**src/rtl/mem_map_pkg.sv**
```systemverilog
// Memory map constants, DMA state encoding and an address-range helper shared by
// the copy engine and the CPU store-fault logic.
package mem_map_pkg;

   localparam logic [7:0] ROM_BASE  = 8'h00;
   localparam logic [7:0] ROM_END   = 8'h7F;
   localparam logic [7:0] RW_BASE   = 8'h80;
   localparam logic [7:0] RW_END    = 8'hDF;
   localparam logic [7:0] PORT_BASE = 8'hF0;
   localparam logic [7:0] PORT_END  = 8'hFF;

   typedef enum logic [2:0] {
      ST_IDLE    = 3'd0,
      ST_RD_ADDR = 3'd1,
      ST_RD_WAIT = 3'd2,
      ST_WR      = 3'd3,
      ST_DONE    = 3'd4
   } dma_state_e;

   // Offset compare keeps the test free of always-true bounds at 0x00 / 0xFF.
   function automatic logic in_range(logic [7:0] a, logic [7:0] lo, logic [7:0] hi);
      return (8'(a - lo) <= 8'(hi - lo));
   endfunction

endpackage

```
**src/rtl/mem_copy_dma8_if.sv**
```systemverilog
// Control and memory-bus signals of the byte-copy DMA; master is the DMA side,
// slave is the system side (bus mux, memory and requester).
interface mem_copy_dma8_if;
   import mem_map_pkg::*;

   // start is a one-cycle request honoured only while busy is low; each accepted
   // start is answered by exactly one done pulse unless reset intervenes.
   logic       start;
   logic [7:0] src_addr;
   logic [7:0] dst_addr;
   logic [7:0] length;
   logic [7:0] mem_data_in;
   logic [7:0] mem_address;
   logic [7:0] mem_data_out;
   logic       mem_write;
   logic       busy;
   logic       done;
   logic       error;
   dma_state_e dbg_state;

   modport master (
      input  start, src_addr, dst_addr, length, mem_data_in,
      output mem_address, mem_data_out, mem_write, busy, done, error, dbg_state
   );

   modport slave (
      output start, src_addr, dst_addr, length, mem_data_in,
      input  mem_address, mem_data_out, mem_write, busy, done, error, dbg_state
   );

endinterface

```
**src/rtl/mem_map_writable.sv**
```systemverilog
// Combinational decode: high when the address is a legal store target (RW RAM or ports).
module mem_map_writable
   import mem_map_pkg::*;
(
   input  logic [7:0] addr,
   output logic       writable
);

   assign writable = in_range(addr, RW_BASE, RW_END) || in_range(addr, PORT_BASE, PORT_END);

endmodule

```
**src/rtl/mem_copy_dma8.sv**
```systemverilog
// Byte-copy bus master: read src_ptr, wait READ_WAIT cycles, write dst_ptr, repeat
// until count is exhausted or the destination falls outside writable memory.
module mem_copy_dma8
   import mem_map_pkg::*;
#(
   parameter int READ_WAIT = 1
) (
   input  logic            clk,
   input  logic            reset,
   mem_copy_dma8_if.master bus
);

   dma_state_e state_q, state_d;
   logic [7:0] src_ptr_q, src_ptr_d;
   logic [7:0] dst_ptr_q, dst_ptr_d;
   logic [7:0] count_q, count_d;
   logic [1:0] wait_q, wait_d;
   logic [7:0] data_q, data_d;
   logic       error_q, error_d;

   logic [7:0] mem_address_c;
   logic [7:0] mem_data_out_c;
   logic       mem_write_c;
   logic       dst_writable;

   mem_map_writable u_dst_check (
      .addr     (dst_ptr_q),
      .writable (dst_writable)
   );

   always_ff @(posedge clk) begin
      if (reset) begin
         state_q   <= ST_IDLE;
         src_ptr_q <= 8'h00;
         dst_ptr_q <= 8'h00;
         count_q   <= 8'h00;
         wait_q    <= 2'd0;
         data_q    <= 8'h00;
         error_q   <= 1'b0;
      end else begin
         state_q   <= state_d;
         src_ptr_q <= src_ptr_d;
         dst_ptr_q <= dst_ptr_d;
         count_q   <= count_d;
         wait_q    <= wait_d;
         data_q    <= data_d;
         error_q   <= error_d;
      end
   end

   // Bus outputs decode from registered state only; idle bus reads as all zero.
   always_comb begin
      state_d        = state_q;
      src_ptr_d      = src_ptr_q;
      dst_ptr_d      = dst_ptr_q;
      count_d        = count_q;
      wait_d         = wait_q;
      data_d         = data_q;
      error_d        = error_q;
      mem_address_c  = 8'h00;
      mem_data_out_c = 8'h00;
      mem_write_c    = 1'b0;

      case (state_q)
         ST_IDLE: begin
            if (bus.start) begin
               src_ptr_d = bus.src_addr;
               dst_ptr_d = bus.dst_addr;
               count_d   = bus.length;
               error_d   = 1'b0;
               state_d   = (bus.length == 8'h00) ? ST_DONE : ST_RD_ADDR;
            end
         end
         ST_RD_ADDR: begin
            mem_address_c = src_ptr_q;
            wait_d        = 2'(READ_WAIT - 1);
            state_d       = ST_RD_WAIT;
         end
         ST_RD_WAIT: begin
            mem_address_c = src_ptr_q;
            if (wait_q == 2'd0) begin
               data_d  = bus.mem_data_in;
               state_d = ST_WR;
            end else begin
               wait_d = wait_q - 2'd1;
            end
         end
         ST_WR: begin
            if (dst_writable) begin
               mem_address_c  = dst_ptr_q;
               mem_data_out_c = data_q;
               mem_write_c    = 1'b1;
               src_ptr_d      = src_ptr_q + 8'd1;
               dst_ptr_d      = dst_ptr_q + 8'd1;
               count_d        = count_q - 8'd1;
               state_d        = (count_q == 8'd1) ? ST_DONE : ST_RD_ADDR;
            end else begin
               error_d = 1'b1;
               state_d = ST_DONE;
            end
         end
         ST_DONE: begin
            state_d = ST_IDLE;
         end
         default: begin
            state_d = ST_IDLE;
         end
      endcase
   end

   assign bus.mem_address  = mem_address_c;
   assign bus.mem_data_out = mem_data_out_c;
   assign bus.mem_write    = mem_write_c;
   assign bus.busy         = (state_q != ST_IDLE);
   assign bus.done         = (state_q == ST_DONE);
   assign bus.error        = error_q;
   assign bus.dbg_state    = state_q;

endmodule

```
**src/flat_wrapper.sv**
```systemverilog
// flat-port wrapper written by rule: the top's interface ports become plain ports
module mem_copy_dma8_flat import mem_map_pkg::*;
#(
   parameter int READ_WAIT = 1
)
  (clk, reset, bus_start, bus_src_addr, bus_dst_addr, bus_length, bus_mem_data_in, bus_mem_address, bus_mem_data_out, bus_mem_write, bus_busy, bus_done, bus_error, bus_dbg_state);
  mem_copy_dma8_if bus_i ();
  input  logic clk;
  input  logic reset;
  input wire logic [$bits(bus_i.start)-1:0] bus_start;
  input wire logic [$bits(bus_i.src_addr)-1:0] bus_src_addr;
  input wire logic [$bits(bus_i.dst_addr)-1:0] bus_dst_addr;
  input wire logic [$bits(bus_i.length)-1:0] bus_length;
  input wire logic [$bits(bus_i.mem_data_in)-1:0] bus_mem_data_in;
  output wire logic [$bits(bus_i.mem_address)-1:0] bus_mem_address;
  output wire logic [$bits(bus_i.mem_data_out)-1:0] bus_mem_data_out;
  output wire logic [$bits(bus_i.mem_write)-1:0] bus_mem_write;
  output wire logic [$bits(bus_i.busy)-1:0] bus_busy;
  output wire logic [$bits(bus_i.done)-1:0] bus_done;
  output wire logic [$bits(bus_i.error)-1:0] bus_error;
  output wire logic [$bits(bus_i.dbg_state)-1:0] bus_dbg_state;
  assign bus_i.start = bus_start;
  assign bus_i.src_addr = bus_src_addr;
  assign bus_i.dst_addr = bus_dst_addr;
  assign bus_i.length = bus_length;
  assign bus_i.mem_data_in = bus_mem_data_in;
  assign bus_mem_address = bus_i.mem_address;
  assign bus_mem_data_out = bus_i.mem_data_out;
  assign bus_mem_write = bus_i.mem_write;
  assign bus_busy = bus_i.busy;
  assign bus_done = bus_i.done;
  assign bus_error = bus_i.error;
  assign bus_dbg_state = bus_i.dbg_state;
  mem_copy_dma8 #(.READ_WAIT(READ_WAIT)) u_core (.clk(clk), .reset(reset), .bus(bus_i));
endmodule
```
**config.mk**
```make
export PLATFORM = sky130hd
export DESIGN_NAME = mem_copy_dma8_flat
export DESIGN_NICKNAME = d
export VERILOG_FILES = /design/src/rtl/mem_map_pkg.sv /design/src/rtl/mem_copy_dma8_if.sv /design/src/rtl/mem_map_writable.sv /design/src/rtl/mem_copy_dma8.sv /design/src/flat_wrapper.sv
export SDC_FILE = /design/constraint.sdc
export NUM_CORES = 1
export LEC_CHECK = 0
export ABC_AREA = 0
export ABC_CLOCK_PERIOD_IN_PS = 1500
export BUFFER_PORTS_ARGS = -buffer_cell sky130_fd_sc_hd__buf_2
export CAP_MARGIN = 20
export CORE_UTILIZATION = 48
export DETAILED_ROUTE_END_ITERATION = 8
export PLACE_DENSITY = 0.78
export SLEW_MARGIN = 20
export SYNTH_ARGS = -nofsm -noshare
export SYNTH_HDL_FRONTEND = slang
export SYNTH_HIERARCHICAL = 1
export SYNTH_SLANG_ARGS = --single-unit
export TNS_END_PERCENT = 20
```
**constraint.sdc**
```tcl
create_clock -name clk -period 1.5 [get_ports clk]
set_input_delay 0.075 -clock clk [delete_from_list [all_inputs] [get_ports clk]]
set_output_delay 0.075 -clock clk [all_outputs]
set_load 0.05 [all_outputs]
```
==> results.yml <==
status:
  status: "finished with violations"
  violations: "negative setup slack"
global_routing:
  grt_max_degree: 20
  grtUsageMet1_pct: 35.63
  use_met2_pct: 45.18
  track_usage_pct: 27.46
  grt-ovfl-total: 0
  grt_most_used_layer: "met2"
  first_global_vias: 2425
  gr-usage-met3_pct: 4.923
  grt_pass1_wl_um: 11130
  antenna_found_initial: 0
power_and_ir_drop:
  swShare_pct: 34.80
  p_clk_share_pct: 28.6
  power_mw: 3.484
  internal_power_mw: 2.271
  leakage_nw: 1.406
  vdd_drop_max_v: 0.0006002
  power.density_nw_per_um2: 1065
  pwr-share-comb_pct: 35.7
  power_frac_seq_pct: 35.7
  power_switching_mw: 1.212
die:
  rows: 24
  initial_core_util_pct: 51.78
  ioPinCount: 58
  die-area_um2: 5142
  die_h_um: 71.71
  core_area_um2: 4504
  die_x_um: 71.71
yosys:
  syn_nets: 331
  synth.area.top_cells: "dfxtp_1 (33%), a21oi_1 (5.4%), nor2_1 (4.8%)"
  synth_most_common_cell: "dfxtp_1"
  synth_top_cell_by_area: "dfxtp_1"
  synthMuxAreaShare_pct: 4.721
  synth.distinct_cells: 48
  ys_seq_area_share_pct: 32.62
  synth_ff_type: "dfxtp_1"
  yosysTopAreaCellShare_pct: 32.62
  syn_area_um2: 2332
  yosys.area_share.adder_pct: 2.682
  synth_cells: 291
  synth_top_family_by_area: "simple AND/OR/NAND/NOR gates"
  yosysWarnings: 6
  synth_compound_area_share_pct: 24.95
  yosys.area_share.simple_pct: 26.98
  synth-edff-count: 0
  synthTopCellsByCount: "dfxtp_1 (38), nor2_1 (30), a21oi_1 (25), nand2_1 (18), and2_1 (15)"
  ys_ff_latch: 38
  synth_xor_area_share_pct: 0.3755
  async_flop_share_pct: 0
  syn_avg_cell_area_um2: 8.015
timing:
  setup_slack_ns: -0.2820
  whs_ns: 0.02089
  fin_skew_ns: 0.004106
  setup_viol: 47
  tns_ns: -7.008
  period_needed_ns: 1.782
  rsz0062_at_grt: "yes"
  worstMarginPinSlew_ns: 0.5277
  hold_viol_final: 0
  slew_headroom_pct: 64.55
  timing.final.crit_share_pct: 118.8
  slew_viol_final: 0
  fmax_ghz: 0.5612
worst_setup_path:
  critical_path_arrival_ns: 1.71
  endpoint_kind: "output port"
  start_kind: "register"
  regToRegStartpoint: "u_core/dst_ptr_q[6]$_SDFFE_PP0P_"
  worstPathRequired_ns: 1.42
  path_max_fanout: 5
  worstSetupPathType: "register to output port"
  reg2regPathDepth: 9
  reg2reg_to: "u_core/dst_ptr_q[5]$_SDFFE_PP0P_"
  r2r_setup_slack_ns: -0.21
drt:
  detail_route.wl_per_cell_um: 16.59
  ant_nets: 0
  vias: 2579
  detail_route.drc_violations: 0
  drtIter0Drc: 216
  routed_via_density: 5.998
  wirelength_um: 7135
  firstDrtPassIters: 5
cells_and_area:
  final.fill_count: 331
  area_delta_synth_final_pct: 40.29
  diodes: 0
  fin_nets: 417
  seqCellArea_um2: 774.5
  layout-drive-gt1-share_pct: 38.10
  finalInstanceArea_um2: 3272
  final_util_pct: 72.64
  stdcell_count: 430
  multi_input_area_um2: 1456
clocking:
  hold_buffers: 0
  cts-root-buf: "clkbuf_8"
  clk_pin_slew_ns: 0.08
  numCtsBuffers: 5
  cts.htree.levels: 2
  cts_tree: "done"
  clk_latency_ns: 0.29
  clock_path_buffers: 2
  cts.sinks: 38
placed_design:
  dpl-instance-area_um2: 2929
  io_buffers: 57
  dp.cells: 418
  dpl_worst_slack_ns: -0.09687
  hpwl_um: 4609
  gp_congestion: 0.8402
worst_hold_path:
  hold_path.class: "primary input to register"
  min_to: "u_core/data_q[6]$_SDFFE_PP0P_"
  hold_depth: 3
  min_from: "bus_mem_data_in[6]"
flow_run:
  drv_cap: 0
-- worst max path at each step --
stage | endpoint | start | slack [ns] | cells past startpoint
3_3_place_gp | u_core/dst_ptr_q[4]$_SDFFE_PP0P_ | u_core/dst_ptr_q[6]$_SDFFE_PP0P_ | -0.05 | 7
2_1_floorplan | u_core/dst_ptr_q[0]$_SDFFE_PP0P_ | u_core/dst_ptr_q[5]$_SDFFE_PP0P_ | -0.07 | 8
5_1_grt | bus_mem_address[0] | u_core/dst_ptr_q[5]$_SDFFE_PP0P_ | -0.36 | 7
4_1_cts | bus_mem_address[0] | u_core/dst_ptr_q[6]$_SDFFE_PP0P_ | -0.26 | 7
3_5_place_dp | u_core/src_ptr_q[4]$_SDFFE_PP0P_ | u_core/dst_ptr_q[5]$_SDFFE_PP0P_ | -0.1 | 7
6_report | bus_mem_address[0] | u_core/dst_ptr_q[6]$_SDFFE_PP0P_ | -0.28 | 7
-- registers in the layout (all words and copies together), names as in the netlist --
register,flops
u_core/count_q,8
u_core/data_q,8
u_core/dst_ptr_q,8
u_core/src_ptr_q,8
u_core/bus.dbg_state,3
u_core/wait_q,2
u_core/bus.error,1
-- per-layer routing --
| metal | part of all wire, % | routed length [um] |
|---|---|---|
| met1 | 41 | 2909 |
| met2 | 50 | 3554 |
| met3 | 6.6 | 468 |
| met4 | 2.8 | 202 |
| met5 | 0 | 0 |
-- cells in the final DEF (no fill, tap or decap), types with 8 or more instances in the layout --
master,synthesis,routed
a21oi_1,25,23
and2_4,0,8
buf_2,8,40
buf_4,3,35
buf_6,5,15
dfxtp_1,38,33
inv_1,11,11
mux2i_1,11,11
nand2_1,18,18
nand3_1,10,10
nor2_1,30,29
nor3_1,8,8
o21ai_0,14,12
o21ai_1,13,15
-- critical path: stages (launching register included) --
cell     delay, ns
dfxtp_2       0.33
nand2_1       0.05
o21a_1        0.18
and4b_2       0.24
buf_6         0.14
buf_8         0.12
a22o_4        0.21
buf_8         0.14
-- power by group through the flow --
stage	sequential, mW	clock (mW)	combinational [mW]
after floorplan	1.29	0	0.711
after CTS	1.24	1.01	1.20
after detailed placement	1.26	0	1.14
after global routing	1.26	1.05	1.33
final	1.24	0.997	1.24
after global placement	1.25	0	1.12
-- repair_timing --
| item | 4_1_cts | 5_1_grt |
|---|---|---|
| gates resized for setup | 41 | 11 |
| setup buffers | 3 | 0 |
| pin swaps | 9 | 6 |
| endpoints found under the setup margin | 44 | 51 |
| gates cloned | 0 | 1 |
-- cell families (layout without fill, tap and decap cells) --
group	count (synthesis)	after routing
adder cells (fa/ha/maj)	5	5
flip-flops	38	38
buffers and inverters	32	119
multiplexers	11	11
XOR/XNOR	1	1
AO/OA/AOI/OAI	87	87
AND/OR/NAND/NOR	117	117
-- area by class of cell --
class	instances	area share (%)
inverters	11	1.262
multi-input cells	221	44.51
clock buffers	6	2.868
repair buffers	100	24.51
flip-flops and latches	38	23.67
clock inverters	2	1.185
well taps	52	1.989
No activity file was read; power rests on OpenSTA's default activity.
